$ cat src/rtl/alu_mul_seq_pkg.sv
// Opcode constants shared between the shift-and-add sequencer and the ALU it drives.
// Only the subset this sequencer issues is listed here.
package alu_mul_seq_pkg;

  localparam logic [3:0] ALU_ADD  = 4'h1;
  localparam logic [3:0] ALU_SHL  = 4'hd;
  localparam logic [3:0] ALU_ZERO = 4'hf;

endpackage

$ cat src/rtl/alu_mul_seq.sv
// Unsigned shift-and-add multiplier sequencer that performs every add and every
// multiplicand shift through an external ALU with a one-cycle registered result.
module alu_mul_seq
  import alu_mul_seq_pkg::*;
#(
  parameter int data_width = 32
) (
  input  logic                  clk,
  input  logic                  rst,
  input  logic                  start,
  input  logic [data_width-1:0] op_a,
  input  logic [data_width-1:0] op_b,
  output logic                  ready,
  output logic                  busy,
  output logic                  done,
  output logic [data_width-1:0] product,
  output logic [data_width-1:0] alu_a,
  output logic [data_width-1:0] alu_b,
  output logic [3:0]            alu_op,
  input  logic [data_width-1:0] alu_r
);

  typedef enum logic [2:0] {
    S_IDLE,
    S_CHECK,
    S_ADD_I,
    S_ADD_W,
    S_SHL_I,
    S_SHL_W,
    S_DONE
  } state_t;

  state_t                r_state;
  state_t                w_state_next;
  logic [data_width-1:0] r_p;
  logic [data_width-1:0] r_m;
  logic [data_width-1:0] r_q;
  logic [data_width-1:0] r_product;
  logic                  w_q_zero;

  assign w_q_zero = (r_q == '0);
  assign product  = r_product;

  always_ff @(posedge clk or posedge rst) begin
    if (rst) begin
      r_state   <= S_IDLE;
      r_p       <= '0;
      r_m       <= '0;
      r_q       <= '0;
      r_product <= '0;
    end else begin
      r_state <= w_state_next;
      case (r_state)
        S_IDLE: begin
          if (start) begin
            r_m <= op_a;
            r_q <= op_b;
            r_p <= '0;
          end
        end
        // Loading here makes the product already valid during the done pulse.
        S_CHECK: begin
          if (w_q_zero) begin
            r_product <= r_p;
          end
        end
        S_ADD_W: r_p <= alu_r;
        S_SHL_W: begin
          r_m <= alu_r;
          r_q <= r_q >> 1;
        end
        default: ;
      endcase
    end
  end

  always_comb begin
    w_state_next = r_state;
    ready        = 1'b0;
    busy         = 1'b1;
    done         = 1'b0;
    alu_a        = '0;
    alu_b        = '0;
    alu_op       = ALU_ZERO;
    case (r_state)
      S_IDLE: begin
        ready = 1'b1;
        busy  = 1'b0;
        if (start) begin
          w_state_next = S_CHECK;
        end
      end
      S_CHECK: begin
        if (w_q_zero) begin
          w_state_next = S_DONE;
        end else if (r_q[0]) begin
          w_state_next = S_ADD_I;
        end else begin
          w_state_next = S_SHL_I;
        end
      end
      S_ADD_I: begin
        alu_a        = r_p;
        alu_b        = r_m;
        alu_op       = ALU_ADD;
        w_state_next = S_ADD_W;
      end
      S_ADD_W: w_state_next = S_SHL_I;
      S_SHL_I: begin
        alu_a        = r_m;
        alu_op       = ALU_SHL;
        w_state_next = S_SHL_W;
      end
      S_SHL_W: w_state_next = S_CHECK;
      S_DONE: begin
        done         = 1'b1;
        w_state_next = S_IDLE;
      end
      default: w_state_next = S_IDLE;
    endcase
  end

endmodule

$ cat config.mk
export PLATFORM = sky130hd
export DESIGN_NAME = alu_mul_seq
export DESIGN_NICKNAME = d
export VERILOG_FILES = /design/src/rtl/alu_mul_seq_pkg.sv /design/src/rtl/alu_mul_seq.sv
export SDC_FILE = /design/constraint.sdc
export NUM_CORES = 1
export LEC_CHECK = 0
export ABC_AREA = 1
export BUFFER_PORTS_ARGS = -buffer_cell sky130_fd_sc_hd__buf_2
export CAP_MARGIN = 20
export CORE_ASPECT_RATIO = 1.2
export CORE_MARGIN = 2
export CORE_UTILIZATION = 51
export CTS_CLUSTER_DIAMETER = 60
export DETAILED_ROUTE_END_ITERATION = 7
export GPL_ROUTABILITY_DRIVEN = 0
export PLACE_DENSITY_LB_ADDON = 0.1
export SLEW_MARGIN = 25
export SYNTH_ARGS = -nofsm -noshare
export SYNTH_HDL_FRONTEND = slang
export SYNTH_SLANG_ARGS = --single-unit
$ cat constraint.sdc
create_clock -name clk -period 5.1 [get_ports clk]
set_input_delay 1.02 -clock clk [delete_from_list [all_inputs] [get_ports clk]]
set_output_delay 1.02 -clock clk [all_outputs]
set_load 0.01 [all_outputs]
* Word-level counts from Yosys, hierarchy flattened
Cells that the tools add are included.
** Word-level totals
- Bits of input ports :: 99
- Word-level logic and storage cells :: 35
- Bits in registers :: 131
- Output and inout port bits :: 103
** Cells by class
- Multiplexer cells :: 16
- Eq/ne operators :: 7
- Reduce and logical (&&, ||, !) cells :: 7
** Operator list (number)
- 32-bit case mux with 2 select lines :: 4
- 32-bit 2-to-1 mux :: 4
- 32-bit zero test :: 1
- 3-bit case mux with 6 select lines :: 1
- 3-bit equality test (second input constant) :: 3
- 3-bit 2-to-1 mux :: 3
- 4-bit case mux with 2 select lines :: 1
- 3-bit by 2-bit equality test with 1-bit output (second input constant) :: 2
- 2-bit AND reduction :: 3
- 2-bit nonzero test :: 2
- 3-bit by 1-bit equality test with 1-bit output (second input constant) :: 1
- 3-bit zero test :: 1
- 1-bit 2-to-1 mux :: 3
- 2-bit inequality test (second input constant) :: 1

* Logic depth before layout (Yosys ltp)
- Word-level depth :: 3
- Depth in mapped cells :: 10
- Depth with buffers taken out :: 8

* Worst setup path before layout
Ideal clock, no wire load.
- Path type :: reg-to-output
- Start point :: register r_state[1]
- End point :: output alu_a[0]
- Setup slack :: 2.852 ns
- Arrival :: 1.228 ns
- Cell stages (with the launch flop) :: 8
- Required time :: 4.080 ns
- Path buffers :: 2
- Cells stage by stage :: dfrtp_1 > buf_6 > nor2_2 > inv_2 > nor2_1 > inv_1 > buf_1 > o22ai_1
** On the way
- Cells in the longest elaborated chain, start to end :: 2
- Elaborated cells on any way between the ends :: 3
- Classes of those cells :: eq/ne: 2; mux: 1
** Ends and longest elaborated chain
- from (decl) :: RTL line alu_mul_seq.sv:33 : state_t r_state;
- from (signal assigned) :: RTL line alu_mul_seq.sv:52 : r_state <= w_state_next;
- 3-bit equality test / 3-bit by 2-bit equality test with 1-bit output (equally long branches) :: RTL line alu_mul_seq.sv:85 : case (r_state)
- 32-bit case mux with 2 select lines * :: RTL line alu_mul_seq.sv:85
- to (decl) :: RTL line alu_mul_seq.sv:17 : output logic [data_width-1:0] alu_a,
Mark *: on every way between the ends. The rest lies on a longest branch, timed or not.

* Worst setup path in the final report
- Start point :: register r_state[2]
- End point :: output alu_a[22]
The elaborated chain is that of the path after synthesis.

==> results.tsv <==
metric	value	unit
cp_max_fo	37	
cts.htree.levels	4	
finalMaxSlewViolations	0	
yosys_warnings	0	
min_period	3.40	ns
synth_nets	920	
hpwl	11000	um
fin_crit_sh	66.8	%
r2r-end	r_m[25]$_DFFE_PP0P_	
max-slew-margin-rel	38.7	%
grt-ovfl-total	0	
fp.dieH	126	um
use_met1	33.8	%
synth-compound-area-share	16.6	%
start_util	52.5	%
cts_hold_buf	0	
ctsResizeCount	0	
cts_tree	built	
die_area	13400	um^2
drive_gt1_share	24.8	%
grt_max_degree	101	
syn_inst	821	
clockBufferDepth	2	
yosysSeqAreaShare	51.6	%
synth_seq_cells	131	
endpoint_kind	output port	
route.detailed.drc	0	
post_cts_buffers	0	
yosys.area_share.simple	19.1	%
place_area	7350	um^2
wire_per_inst	14.0	um
syn_area_per_cell	7.74	um^2
setup_ws	1.70	ns
min_delay_path_depth	2	
core_area	12100	um^2
drtPass1Iterations	5	
post-place-ws	2.12	ns
num_rows	44	
finalInstanceArea	7890	um^2
ff2ff_setup_slack	2.72	ns
muxShareOfSynthArea	0	%
clockRootBuffer	clkbuf_16	
area_delta_synth_final	24.1	%
syn_area	6360	um^2
rr_worst_depth	5	
setup_tns	0	ns
vias	5916	
hold_end	product[30]$_DFFE_PP0P_	
grt_pass1_vias	5599	
rsz0062_at_grt	no	
use_met3	5.19	%
synth_cell_types	21	
diodes	0	
clkLatencyLatePin	0.41	ns
hold_path_class	flip-flop to flip-flop	
synth-adder-area-share	0	%
fin_util	65.2	%
viasPerCell	5.08	
antenna_found_initial	0	
min_from	product[30]$_DFFE_PP0P_	
status	finished clean	
hold_violations	0	
setup_violations	0	
ir_drop	364	uV
skew	0.00835	ns
io-pin-count	202	
reg2reg_from	r_state[1]$_DFFE_PP0P_	
worst_slew_pin_slew	0.919	ns
required	4.08	ns
portBuffers	200	
synth_top_family_by_area	simple AND/OR/NAND/NOR gates	
grt_usage	25.4	%
power_density	551	nW/um^2
path_class	flip-flop to output port	
numCtsBuffers	17	
clock_sinks	131	
startpoint_type	flip-flop	
drtAntennaViolNets	0	
fmax	0.294	GHz
routed_wl	16400	um
top_usage_layer	met2	
final_common_cell	nand2_1	
clkTransAtPathRegs	0.05	ns
critPathArrivalTime	2.38	ns
synth-xor-area-share	0	%
final_cell_mix	nand2_1 (206), buf_2 (200), inv_1 (132)	
max_cap_viol_count	0	
p_leak	0.00444	uW
grt_use_met2	41.5	%
nNetsFinal	1093	
die_w	106	um
drtIter0Drc	280	
grt_first_pass_wirelength	27000	um
==> sequential cells by signal (all words and copies together) (netlist names) <==
| signal | flops |
|---|---|
| r_state | 3 |
| product | 32 |
| r_p | 32 |
| r_m | 32 |
| r_q | 32 |
==> logic make-up after synthesis <==
kind of cell | count (synthesis)
flip-flops | 131
AO/OA/AOI/OAI | 194
AND/OR/NAND/NOR | 304
buffers and inverters | 191
other | 1
==> metal layers <==
layer	part of all wire [%]	routed length, um
met5	0	0
met2	50	8110
met1	43	7070
met4	2.0	319
met3	5.2	858
==> synth_stat cells (all sizes together) <==
| master | number | area (um^2) |
|---|---|---|
| o22ai | 64 | 400 |
| buf | 40 | 239 |
| a21oi | 1 | 5.00 |
| conb | 1 | 3.75 |
| o21ai | 128 | 641 |
| o211ai | 1 | 7.51 |
| inv | 137 | 514 |
| nand3 | 34 | 170 |
| dfrtp | 131 | 3280 |
| nor2 | 61 | 249 |
| clkbuf | 14 | 52.6 |
| nand2 | 209 | 797 |
==> worst max path at each step <==
stage / cells after the start / end / from / slack [ns]
final: 5 / alu_a[22] / r_state[2]$_DFFE_PP0P_ / 1.70
after global routing: 5 / alu_a[22] / r_state[2]$_DFFE_PP0P_ / 1.54
after CTS: 5 / alu_a[22] / r_state[2]$_DFFE_PP0P_ / 1.67
after detailed placement: 5 / alu_a[22] / r_state[2]$_DFFE_PP0P_ / 2.12
after global placement: 5 / alu_a[27] / r_state[2]$_DFFE_PP0P_ / 2.24
after floorplan: 1 / product[0]$_DFFE_PP0P_ / rst / 0.58
==> metrics by stage <==
stage | std cells | power (uW) | hold WS, ns
2_1_floorplan | 821 | 2850 | 0.476
3_3_place_gp | 1136 | 3210 | 0.449
3_5_place_dp | 1136 | 3240 | 0.454
4_1_cts | 1165 | 4370 | 0.467
5_1_grt | 1165 | 4700 | 0.488
6_report | 1165 | 4350 | 0.464
==> critical path, cell delays in order (launching register included) <==
cell and delay, ns:
dfrtp_1 0.48, inv_1 0.13, nand3_2 0.48, buf_4 0.48, o22ai_1 0.24, buf_2 0.17
==> area by class of cell <==
cell class	count	area [um^2]
Clock inverter	5	52.6
Clock buffer	24	492
Multi-Input combinational cell	499	2290
Tap cell	161	201
Sequential cell	131	3280
Timing Repair Buffer	208	1060
Inverter	137	519
Fill cell	1148	4220
==> power by group <==
group	internal (uW)	total, uW	switching [uW]	leakage, uW
Clock	711	1120	413	0.000268
Combinational	516	1640	1120	0.00247
Sequential	1420	1590	170	0.00171
Total	2640	4350	1700	0.00444
(Power assumes the default switching activity.)
